### config.mk
export PLATFORM = sky130hd
export DESIGN_NAME = multicycle_ctrl
export DESIGN_NICKNAME = d
export VERILOG_FILES = /design/src/rtl/multicycle_ctrl.sv
export SDC_FILE = /design/constraint.sdc
export NUM_CORES = 1
export LEC_CHECK = 0
export ABC_AREA = 1
export BUFFER_PORTS_ARGS = -buffer_cell sky130_fd_sc_hd__buf_2
export CAP_MARGIN = 10
export CORE_MARGIN = 5
export CORE_UTILIZATION = 41
export CTS_CLUSTER_SIZE = 25
export DETAILED_ROUTE_END_ITERATION = 8
export PLACE_DENSITY_LB_ADDON = 0.2
export REMOVE_ABC_BUFFERS = 1
export SLEW_MARGIN = 20
export SYNTH_ARGS = -nofsm -noshare
export SYNTH_HDL_FRONTEND = slang
export SYNTH_SLANG_ARGS = --single-unit
### constraint.sdc
create_clock -name clk -period 2.1 [get_ports clk]
set_input_delay 0.42 -clock clk [delete_from_list [all_inputs] [get_ports clk]]
set_output_delay 0.42 -clock clk [all_outputs]
set_load 0.02 [all_outputs]
### src/rtl/multicycle_ctrl.sv
// Multi-cycle control FSM for the RV32I core: sequences the shared ALU, unified memory port,
// PC/IR updates and register-file write, and selects the immediate format from the IR opcode.
module multicycle_ctrl #(
   parameter bit TRAP_STICKY = 1'b1
) (
   input  logic        clk,
   input  logic        rst_n,
   input  logic [31:0] Instr,
   input  logic        BrCond,
   input  logic        mem_ready,
   output logic        MemReq,
   output logic        MemWe,
   output logic        IorD,
   output logic        IRWrite,
   output logic        PCWrite,
   output logic [1:0]  PCSrc,
   output logic [2:0]  ImmSel,
   output logic [1:0]  ALUSrcA,
   output logic [1:0]  ALUSrcB,
   output logic [3:0]  ALUCtl,
   output logic        RegWrite,
   output logic [1:0]  WBSel,
   output logic        Illegal,
   output logic [2:0]  State
);

   localparam int unsigned OP_W   = 7;
   localparam int unsigned ST_W   = 3;
   localparam int unsigned IMM_W  = 3;
   localparam int unsigned SEL_W  = 2;
   localparam int unsigned CTL_W  = 4;

   localparam logic [OP_W-1:0] OP_LOAD   = 7'h03;
   localparam logic [OP_W-1:0] OP_IMM    = 7'h13;
   localparam logic [OP_W-1:0] OP_AUIPC  = 7'h17;
   localparam logic [OP_W-1:0] OP_STORE  = 7'h23;
   localparam logic [OP_W-1:0] OP_REG    = 7'h33;
   localparam logic [OP_W-1:0] OP_LUI    = 7'h37;
   localparam logic [OP_W-1:0] OP_BRANCH = 7'h63;
   localparam logic [OP_W-1:0] OP_JALR   = 7'h67;
   localparam logic [OP_W-1:0] OP_JAL    = 7'h6F;

   localparam logic [IMM_W-1:0] IMM_I    = 3'd0;
   localparam logic [IMM_W-1:0] IMM_S    = 3'd1;
   localparam logic [IMM_W-1:0] IMM_B    = 3'd2;
   localparam logic [IMM_W-1:0] IMM_J    = 3'd3;
   localparam logic [IMM_W-1:0] IMM_U    = 3'd4;
   localparam logic [IMM_W-1:0] IMM_ZERO = 3'd7;

   localparam logic [SEL_W-1:0] PC_PLUS4  = 2'd0;
   localparam logic [SEL_W-1:0] PC_REL    = 2'd1;
   localparam logic [SEL_W-1:0] PC_ALU    = 2'd2;
   localparam logic [SEL_W-1:0] SRCA_RS1  = 2'd0;
   localparam logic [SEL_W-1:0] SRCA_OPC  = 2'd1;
   localparam logic [SEL_W-1:0] SRCB_RS2  = 2'd0;
   localparam logic [SEL_W-1:0] SRCB_IMM  = 2'd1;
   localparam logic [SEL_W-1:0] WB_ALU    = 2'd0;
   localparam logic [SEL_W-1:0] WB_MEM    = 2'd1;
   localparam logic [SEL_W-1:0] WB_LINK   = 2'd2;
   localparam logic [SEL_W-1:0] WB_IMM    = 2'd3;
   localparam logic [CTL_W-1:0] ALU_ADD   = 4'b0000;

   typedef enum logic [ST_W-1:0] {
      S_FETCH  = 3'd0,
      S_DECODE = 3'd1,
      S_EXEC   = 3'd2,
      S_MEM    = 3'd3,
      S_WB     = 3'd4,
      S_TRAP   = 3'd7
   } state_t;

   state_t              state;
   state_t              state_next;
   logic [OP_W-1:0]     opcode;
   logic [2:0]          funct3;
   logic                alt;
   logic [IMM_W-1:0]    imm_sel;
   logic                op_legal;
   logic                unused_instr;

   assign opcode       = Instr[6:0];
   assign funct3       = Instr[14:12];
   assign alt          = Instr[30];
   assign unused_instr = ^{Instr[31], Instr[29:15], Instr[11:7]};

   // Immediate format and legality straight from the opcode; R-type has no immediate.
   always_comb begin
      imm_sel  = IMM_ZERO;
      op_legal = 1'b1;
      case (opcode)
         OP_LOAD, OP_IMM, OP_JALR: imm_sel = IMM_I;
         OP_STORE:                 imm_sel = IMM_S;
         OP_BRANCH:                imm_sel = IMM_B;
         OP_JAL:                   imm_sel = IMM_J;
         OP_LUI, OP_AUIPC:         imm_sel = IMM_U;
         OP_REG:                   imm_sel = IMM_ZERO;
         default:                  op_legal = 1'b0;
      endcase
   end

   always_ff @(posedge clk or negedge rst_n) begin
      if (!rst_n) state <= S_FETCH;
      else        state <= state_next;
   end

   // Next state and control outputs; everything is forced low while reset is held.
   always_comb begin
      state_next = state;
      MemReq     = 1'b0;
      MemWe      = 1'b0;
      IorD       = 1'b0;
      IRWrite    = 1'b0;
      PCWrite    = 1'b0;
      PCSrc      = PC_PLUS4;
      ImmSel     = IMM_ZERO;
      ALUSrcA    = SRCA_RS1;
      ALUSrcB    = SRCB_RS2;
      ALUCtl     = ALU_ADD;
      RegWrite   = 1'b0;
      WBSel      = WB_ALU;
      Illegal    = 1'b0;
      State      = ST_W'(state);

      case (state)
         S_FETCH: begin
            MemReq = 1'b1;
            if (mem_ready) begin
               IRWrite    = 1'b1;
               PCWrite    = 1'b1;
               PCSrc      = PC_PLUS4;
               state_next = S_DECODE;
            end
         end
         S_DECODE: begin
            ImmSel = imm_sel;
            if (op_legal) begin
               state_next = S_EXEC;
            end else begin
               Illegal    = 1'b1;
               state_next = S_TRAP;
            end
         end
         S_EXEC: begin
            ImmSel = imm_sel;
            case (opcode)
               OP_REG: begin
                  ALUCtl     = {alt, funct3};
                  state_next = S_WB;
               end
               OP_IMM: begin
                  // Only the shift-right encoding uses bit 30 as the alternate-op flag.
                  ALUSrcB    = SRCB_IMM;
                  ALUCtl     = {(funct3 == 3'b101) ? alt : 1'b0, funct3};
                  state_next = S_WB;
               end
               OP_LOAD, OP_STORE: begin
                  ALUSrcB    = SRCB_IMM;
                  state_next = S_MEM;
               end
               OP_BRANCH: begin
                  if (BrCond) begin
                     PCWrite = 1'b1;
                     PCSrc   = PC_REL;
                  end
                  state_next = S_FETCH;
               end
               OP_JAL: begin
                  PCWrite    = 1'b1;
                  PCSrc      = PC_REL;
                  state_next = S_WB;
               end
               OP_JALR: begin
                  ALUSrcB    = SRCB_IMM;
                  PCWrite    = 1'b1;
                  PCSrc      = PC_ALU;
                  state_next = S_WB;
               end
               OP_LUI: state_next = S_WB;
               OP_AUIPC: begin
                  ALUSrcA    = SRCA_OPC;
                  ALUSrcB    = SRCB_IMM;
                  state_next = S_WB;
               end
               default: begin
                  Illegal    = 1'b1;
                  state_next = S_TRAP;
               end
            endcase
         end
         S_MEM: begin
            ImmSel = imm_sel;
            MemReq = 1'b1;
            IorD   = 1'b1;
            MemWe  = (opcode == OP_STORE);
            if (mem_ready) state_next = (opcode == OP_STORE) ? S_FETCH : S_WB;
         end
         S_WB: begin
            ImmSel   = imm_sel;
            RegWrite = 1'b1;
            case (opcode)
               OP_LOAD:         WBSel = WB_MEM;
               OP_JAL, OP_JALR: WBSel = WB_LINK;
               OP_LUI:          WBSel = WB_IMM;
               default:         WBSel = WB_ALU;
            endcase
            state_next = S_FETCH;
         end
         S_TRAP: begin
            Illegal = 1'b1;
            if (!TRAP_STICKY) state_next = S_FETCH;
         end
         default: state_next = S_FETCH;
      endcase

      if (!rst_n) begin
         MemReq   = 1'b0;
         MemWe    = 1'b0;
         IorD     = 1'b0;
         IRWrite  = 1'b0;
         PCWrite  = 1'b0;
         PCSrc    = PC_PLUS4;
         ImmSel   = 3'd0;
         ALUSrcA  = SRCA_RS1;
         ALUSrcB  = SRCB_RS2;
         ALUCtl   = ALU_ADD;
         RegWrite = 1'b0;
         WBSel    = WB_ALU;
         Illegal  = 1'b0;
         State    = 3'd0;
      end
   end

endmodule

[After elaboration in Yosys (flattened, before gate mapping)]
Index checks and enable logic that the tools add are counted.
Operators by class
  eq/ne operators: 17
  mux-type cells: 47
  bitwise gates (word level): 1
  reduce and logical (&&, ||, !) cells: 11
Operator list (count)
  3-bit case mux with 5 select lines: 2
  1-bit 2-to-1 mux: 23
  7-bit by 6-bit == test with 1-bit output (second input constant): 3
  7-bit == test (second input constant): 3
  3-bit 2-to-1 mux: 7
  7-bit by 5-bit == test with 1-bit output (second input constant): 2
  2-bit 2-to-1 mux: 6
  2-bit case mux with 3 select lines: 2
  3-bit == test (second input constant): 3
  3-bit case mux with 3 select lines: 1
  9-bit OR reduction: 1
  4-bit 2-to-1 mux: 2
  4-bit case mux with 2 select lines: 1
  2-bit OR reduction: 4
  7-bit by 2-bit == test with 1-bit output (second input constant): 1
  3-bit by 2-bit == test with 1-bit output (second input constant): 2
  6-bit OR reduction: 1
  5-bit OR reduction: 1
  2-bit != test (second input constant): 2
  1-bit case mux with 2 select lines: 2
  4-bit OR reduction: 1
  3-bit by 1-bit == test with 1-bit output (second input constant): 1
  3-bit zero test: 1
  1-bit case mux with 3 select lines: 1
  other kinds (3): 3
Storage, ports and cells
  register bits after elaboration: 3
  bits of input ports: 36
  word-level logic and storage cells: 77

[Longest topological paths before layout]
Gate-level depths: netlist (run 1).
  depth in word-level cells: 6
  depth in mapped cells: 10
  gate-level depth less buffers: 10

[Worst setup path before layout (run 1)]
OpenSTA, ideal clock, no wires.
  kind: register -> output
  start point: register state[2]
  end point: output port ALUSrcB[0]
  arrival: 1438 ps
  required time: 1680 ps
  slack: 242 ps
  cell stages (with the launch flop): 7
  path buffers: 0
  cells stage by stage: dfrtp_1 -> nor2_1 -> inv_1 -> nor2_2 -> inv_2 -> nor3_2 -> or2_1
On the way
  longest elaborated chain between the ends: 3
RTL lines
  start, declared: RTL line 72  | state_t state;
  start signal, assigned: RTL line 103  | else state <= state_next;
  3-bit by 2-bit == test with 1-bit output: RTL line 124  | case (state)
  1-bit 2-to-1 mux: RTL line 124
  2-bit 2-to-1 mux: RTL line 215  | if (!rst_n) begin
  end, declared: RTL line 19  | output logic [1:0] ALUSrcB,
Every way passes these cells.

[Worst setup path in the final report (run 1)]
Same ends and word-level chain as after synthesis.

==> results.cfg, run 1 <==
[worst_hold_path]
min_path_type = in2async

[yosys]
netlist_instances = 122
yosysTopAreaCell = nand2_1
synth_top_area_share_pct = 11.3
ys.flop_type = dfrtp_1
yosysMostFrequentCell = nand2_1
synth-seq-cells = 3
yosys-top-cells-area = nand2_1, dfrtp_1, inv_1
avgSynthCellArea_um2 = 5.97
synth_common_cells = nand2_1, inv_1, nor2_1, nand3_1, inv_2
synth_warnings = 0
synth-edff-count = 0
yosysSeqAreaShare_pct = 10.3
yosysUniqueCellTypes = 30
ys_async_sr_fraction_pct = 100
synth_area_um2 = 728

[setup_path]
endpoint_kind = output port
start_kind = flop
cp.required_ns = 1.68
critPathKind = reg2out
rrSetupSlack_ns = 0.80
crit_fanout = 6
crit_arrival_ns = 1.54

[die]
io_pins = 61
die_area_mm2 = 0.00272
rows = 15
start_util_pct = 42.6
fp.dieH_um = 52.1
fp.dieW_um = 52.1
core_mm2 = 0.00171

[final_layout]
nNetsFinal = 200
multi_input_area_um2 = 556
fin_cells = 188
n_fill_cell = 192
largest_reg_flops = 3
top_regs = state x3
n_antenna_cell = 0
drive_gt1_share_pct = 48.5
regMostFlops = state
regArea_um2 = 77.6
synthToLayoutAreaGrowth_pct = 34.2

[sta]
hold_viol_final = 0
fin_worst_skew_ns = 0.00114
maxClockFrequency_ghz = 0.509
slew_viol_final = 0
final-setup-viol-count = 0
rsz0062_at_grt = false
holdWs_ns = 0.00983
worst_slack_ns = 0.135
period_minus_slack_ns = 1.96
fin_crit_sh_pct = 93.6
tns_ns = 0

[power]
internal-power_w = 0.000364
p_comb_share_pct = 70.5
p_clk_share_pct = 12.0
p_per_area_mw_per_mm2 = 827
ir_worst_vdd_v = 0.000680
p_sw_share_pct = 54.9
seqPwrFrac_pct = 17.5
p_sw_w = 0.000444
power.leakage_nw = 0.550

[drt]
drc = 0
via_count = 878
drt-wirelength-per-cell_um = 10.3
drt_first_pass_iters = 4
drt_iter0_drc = 2
vias_per_cell = 4.67
wirelength_um = 1930
antenna_left = 0

[clock_network]
htreeDepth = 1
clock-sinks = 3
cts_made_buffers = 3
post_cts_resize_count = 0
ctsHoldBuffers = 0
postCtsSetupBuffers = 0
clock_path_buffers = 2
cts_root_buf = clkbuf_4
clkSlewWorstSetupHoldPaths_ns = 0.04
clock_latency_ns = 0.23
cts_tree = done

[global_route]
grt_pass1_vias = 832
overflow = 0
track_usage_pct = 15.1
grt_pass1_wl_um = 3240
antenna_found_initial = 0
grt_max_degree = 10

[place]
dp_hpwl_um = 1710
place_ws_ns = 0.176
dp_cells = 184
gp_congestion = 0.839
port_buffers = 37

[run_status]
status = complete, no violations

[flow_run]
drv_cap = 0
==> metal layers <==
layer  track usage (%)  part of all wire (%)  routed length, µm  up-vias
met4              4.68                     0                  0        0
met1              19.3                    44                850      377
met3              3.15                   8.8                170        0
li1                  -                     -                  -      470
met2              25.1                    47                914       31
met5                 0                     0                  0        -
==> cells in the final DEF (no fill, tap or decap), types with 3 or more instances in the layout <==
master	n
nor2_2	6
inv_2	9
clkbuf_4	3
buf_2	37
a21oi_1	6
nand3_2	4
nand2_1	22
inv_1	15
nor2_4	4
nor2_1	14
nand2_2	5
nand3_1	10
==> critical path, stage by stage, from the launching register on <==
cell	delay, ns
dfrtp_2	0.44
nor2_1	0.16
inv_1	0.10
nor2_4	0.13
inv_2	0.09
a21oi_1	0.13
or2_1	0.11
buf_2	0.15
==> path summary, 6_finish.rpt <==
kind / start / endpoint / cells past startpoint
max in group asynchronous: rst_n / state[2] / 1
worst max-delay path: state[2] / ALUSrcB[0] / 7
worst min register to register: state[1] / state[0] / 2
worst min-delay path: rst_n / state[0] / 1
min in group clk: mem_ready / state[0] / 6
worst max register to register: state[2] / state[2] / 8
==> layout make-up <==
cell class / count / area share [%]
clock buffers: 4 / 2.69
inverters: 25 / 9.60
multi-input cells: 93 / 56.9
flip-flops and latches: 3 / 7.94
well taps: 25 / 3.20
repair buffers: 38 / 19.7
==> stage by stage <==
stage	area [µm²]	power, W	utilization, %
2_1_floorplan	717	0.000558	-
3_3_place_gp	941	0.000687	55.1
3_5_place_dp	941	0.000698	55.1
4_1_cts	967	0.000802	56.6
5_1_grt	977	0.000900	57.2
6_report	977	0.000808	57.2
==> cell families after synthesis <==
group                  synth area share, %
AOI/OAI and AO/OA                     11.3
buffers and inverters                 14.9
DFF                                   10.3
other                                0.515
and+or+nand+nor                       62.9
==> power groups by stage <==
stage | registers, W | clock network [W] | logic (W)
finish | 0.000141 | 0.0000973 | 0.000570
global route | 0.000147 | 0.000109 | 0.000644
CTS | 0.000136 | 0.000103 | 0.000562
detailed placement | 0.000137 | 0 | 0.000561
global placement | 0.000136 | 0 | 0.000551
floorplan | 0.000129 | 0 | 0.000429
Note: power is estimated with default switching activity, not from simulation.
==> run 2, diff against run 1 <==
--- a/config.mk
+++ b/config.mk
@@ -9,7 +9,7 @@
 export BUFFER_PORTS_ARGS = -buffer_cell sky130_fd_sc_hd__buf_2
 export CAP_MARGIN = 10
 export CORE_MARGIN = 5
-export CORE_UTILIZATION = 41
+export CORE_UTILIZATION = 38
 export CTS_CLUSTER_SIZE = 25
 export DETAILED_ROUTE_END_ITERATION = 8
 export PLACE_DENSITY_LB_ADDON = 0.2
==> constraint.sdc (replaced) <==
create_clock -name clk -period 2.12 [get_ports clk]
set_input_delay 0.424 -clock clk [delete_from_list [all_inputs] [get_ports clk]]
set_output_delay 0.424 -clock clk [all_outputs]
set_load 0.02 [all_outputs]
==> results.cfg, run 2 (synthesis results as in run 1) <==
[run_status]
status = complete, no violations

[setup_path]
critPathKind = reg2out
crit_fanout = 6
cp_top_family = simple AND/OR/NAND/NOR gates
cp.required_ns = 1.70
path_buf_inv = 2
cp_cell_sequence = nor3_2 -> inv_1 -> nand2_1 -> nand4_1 -> a21oi_1 -> buf_2
crit_path_max_incr_delay_ns = 0.44
start_kind = flop
cp_slowest_cell = dfrtp_1
endpoint_kind = output port
crit_arrival_ns = 1.56

[die]
die_area_mm2 = 0.00289
core_mm2 = 0.00178
fp.dieW_um = 53.8
io_pins = 61
fp.dieH_um = 53.8
rows = 15
start_util_pct = 40.8

[drt]
drt_first_pass_iters = 4
drt-wirelength-per-cell_um = 10.1
vias_per_cell = 4.77
drt_iter0_drc = 22
via_count = 897
drc = 0
wirelength_um = 1910
antenna_left = 0

[clock_network]
htreeDepth = 1
cts_made_buffers = 3
cts_root_buf = clkbuf_4
clock_path_buffers = 2
cts_tree = done
clock-sinks = 3
clkSlewWorstSetupHoldPaths_ns = 0.04
clock_latency_ns = 0.23
postCtsSetupBuffers = 0

[power]
p_per_area_mw_per_mm2 = 815
power_w = 0.000795
ir_worst_vdd_v = 0.000560
power.leakage_nw = 0.552

[global_route]
grt_pass1_wl_um = 3190
overflow = 0
grt_max_degree = 8
grt_pass1_vias = 797
antenna_found_initial = 0
track_usage_pct = 14.2

[final_layout]
nNetsFinal = 200
multi_input_area_um2 = 556
final_cell_mix = buf_2, nand2_1, inv_1, nor2_1, nand3_1
n_fill_cell = 193
final_common_cell = buf_2
regArea_um2 = 75.1
top_regs = state x3
n_antenna_cell = 0
regMostFlops = state
synthToLayoutAreaGrowth_pct = 33.8
drive_gt1_share_pct = 47.2
largest_reg_flops = 3

[place]
gp_congestion = 0.868
dp_hpwl_um = 1690
port_buffers = 37

[sta]
period_minus_slack_ns = 1.98
maxClockFrequency_ghz = 0.504
hold_viol_final = 0
slew_viol_final = 0
fin_worst_skew_ns = 0.00149
fin_crit_sh_pct = 93.6
holdWs_ns = 0.0123
final-setup-viol-count = 0

[worst_hold_path]
min_path_type = in2async

[flow_run]
drv_cap = 0
==> run 2: metal layers <==
metal	global-route usage (%)	up-vias	part of all wire (%)
met5	0	-	0
met4	1.28	0	0
met3	2.77	0	8.4
met2	23.6	32	46
met1	19.5	391	45
li1	-	474	-
==> run 2: path summary, 6_finish.rpt <==
kind	to	start	slack [ns]	cells past startpoint
min in group clk	state[2]	state[0]	0.62	2
max in group asynchronous	state[0]	rst_n	1.96	1
worst min-delay path	state[2]	rst_n	0.01	1
worst min register to register	state[2]	state[0]	0.62	2
worst max register to register	state[1]	state[2]	0.82	7
worst max-delay path	Illegal	state[2]	0.14	6
==> run 2: area by class of cell <==
type / count / area share, %
repair buffers: 38 / 19.8
well taps: 25 / 3.21
inverters: 25 / 9.63
multi-input cells: 93 / 57.0
clock buffers: 4 / 2.70
flip-flops and latches: 3 / 7.70
==> run 2: metrics by stage <==
step	cell area (µm²)	setup slack [ns]	utilization [%]	instances	TNS (ns)
after global routing	975	-0.00244	54.7	188	-0.00244
after detailed placement	941	0.191	52.8	184	0
after floorplan	717	0.258	-	121	0
after global placement	941	0.199	52.8	184	0
final	975	0.136	54.7	188	0
after CTS	967	0.0931	54.2	188	0
==> run 2: power breakdown <==
group	total, W	internal [W]	switching (W)
clock network	0.0000989	0.0000705	0.0000285
registers	0.000136	0.0000878	0.0000486
logic	0.000560	0.000199	0.000361
total	0.000795	0.000357	0.000438
==> run 2: what timing repair did <==
action | CTS | global route
setup endpoints to repair | 0 | 2
endpoints found under the hold margin | 0 | 0
hold buffers | 0 | 0
resized for setup | 0 | 2
==> run 3, diff against run 2 <==
--- a/config.mk
+++ b/config.mk
@@ -8,8 +8,10 @@
 export ABC_AREA = 1
 export BUFFER_PORTS_ARGS = -buffer_cell sky130_fd_sc_hd__buf_2
 export CAP_MARGIN = 10
+export CELL_PAD_IN_SITES_DETAIL_PLACEMENT = 1
+export CELL_PAD_IN_SITES_GLOBAL_PLACEMENT = 2
 export CORE_MARGIN = 5
-export CORE_UTILIZATION = 38
+export CORE_UTILIZATION = 17
 export CTS_CLUSTER_SIZE = 25
 export DETAILED_ROUTE_END_ITERATION = 8
 export PLACE_DENSITY_LB_ADDON = 0.2
==> results.cfg, run 3 (synthesis results as in run 1) <==
[clock_network]
cts_tree = done
clock_path_buffers = 2
ctsHoldBuffers = 0
cts_root_buf = clkbuf_8
htreeDepth = 1
clkSlewWorstSetupHoldPaths_ns = 0.03
clock_latency_ns = 0.21
clock-sinks = 3
cts_made_buffers = 3

[place]
dp_cells = 209
dp_hpwl_um = 2140
gp_congestion = 0.755
place_ws_ns = 0.133
port_buffers = 37

[die]
fp.dieH_um = 75.5
core_mm2 = 0.00409
io_pins = 61
start_util_pct = 17.8
fp.dieW_um = 75.5
rows = 23
die_area_mm2 = 0.00569

[final_layout]
synthToLayoutAreaGrowth_pct = 44.2
n_fill_cell = 557
largest_reg_flops = 3
nNetsFinal = 200
final_util_pct = 25.7
final_cell_mix = buf_2, nand2_1, inv_1, nor2_1, nand3_1
top_regs = state x3
final_common_cell = buf_2
n_antenna_cell = 0
fin_cells = 213
drive_gt1_share_pct = 49.7
regMostFlops = state

[setup_path]
crit_arrival_ns = 1.56
cp.required_ns = 1.70
crit_fanout = 6
endpoint_kind = output port
cp-startpoint = state[2]
r2r-start = state[2]
critPathKind = reg2out
start_kind = flop
rrSetupSlack_ns = 0.76

[worst_hold_path]
min_path_type = in2async

[power]
power.leakage_nw = 0.560
p_per_area_mw_per_mm2 = 855
ir_worst_vdd_v = 0.000196

[sta]
hold_viol_final = 0
slew_viol_final = 0
maxClockFrequency_ghz = 0.505
final-setup-viol-count = 0
fin_crit_sh_pct = 93.4
period_minus_slack_ns = 1.98
fin_worst_skew_ns = 0.00277
worst_slack_ns = 0.140

[global_route]
grt_max_degree = 9
grt_pass1_vias = 914
overflow = 0
track_usage_pct = 9.00
antenna_found_initial = 0
grt_pass1_wl_um = 4080

[drt]
drc = 0
vias_per_cell = 4.13
wirelength_um = 2470
drt_iter0_drc = 10
drt_first_pass_iters = 2
antenna_left = 0
drt-wirelength-per-cell_um = 11.6
via_count = 879

[run_status]
status = complete, no violations

[flow_run]
drv_cap = 0
-- run 3: metrics by stage --
step / cell area (µm²) / hold slack [ns] / TNS [ns] / power, W
3_3_place_gp: 972 / 0.252 / 0 / 0.000711
6_report: 1050 / 0.0285 / 0 / 0.000897
4_1_cts: 1020 / 0.0299 / 0 / 0.000880
3_5_place_dp: 972 / 0.254 / 0 / 0.000712
5_1_grt: 1050 / 0.0353 / -0.00362 / 0.000989
2_1_floorplan: 717 / 0.128 / 0 / 0.000552
-- run 3: layout make-up --
type | count | area [µm²] | share of cell area (%)
Clock buffer | 4 | 45.0 | 4.29
Inverter | 25 | 93.8 | 8.94
Multi-Input combinational cell | 93 | 578 | 55.1
Sequential cell | 3 | 77.6 | 7.39
Tap cell | 50 | 62.6 | 5.96
Timing Repair Buffer | 38 | 193 | 18.4
-- run 3: what timing repair did --
item,in CTS,in global routing
endpoints found under the setup margin,0,9
setup buffers,0,0
resized for setup,0,8
-- run 3: critical path, cell delays in order (launching register included) --
cell and delay, ns:
dfrtp_2 0.46, nor2_2 0.15, inv_1 0.09, nor2_4 0.14, inv_2 0.10, nor3_2 0.13, or2_1 0.12, buf_2 0.16
-- run 3: final timing paths --
kind,cells after the start,to
setup reg to reg,8,state[0]
max in group asynchronous,1,state[1]
min in group clk,2,state[2]
hold reg to reg,2,state[2]
setup / recovery,7,ALUSrcB[0]
hold / removal,1,state[2]
-- run 3: layer usage --
metal | track usage [%] | vias to the layer above | share of wire (%)
met5 | 0 | - | 0
met4 | 3.50 | 0 | 0
met3 | 0.396 | 0 | 5.8
met2 | 14.1 | 23 | 46
met1 | 13.0 | 387 | 48
li1 | - | 469 | -
-- run 3: power breakdown --
part           total [W]  switching, W  internal [W]  leakage [nW]
sequential      0.000152     0.0000602     0.0000917        0.0346
combinational   0.000583      0.000379      0.000204         0.502
clock           0.000162     0.0000345      0.000128        0.0228
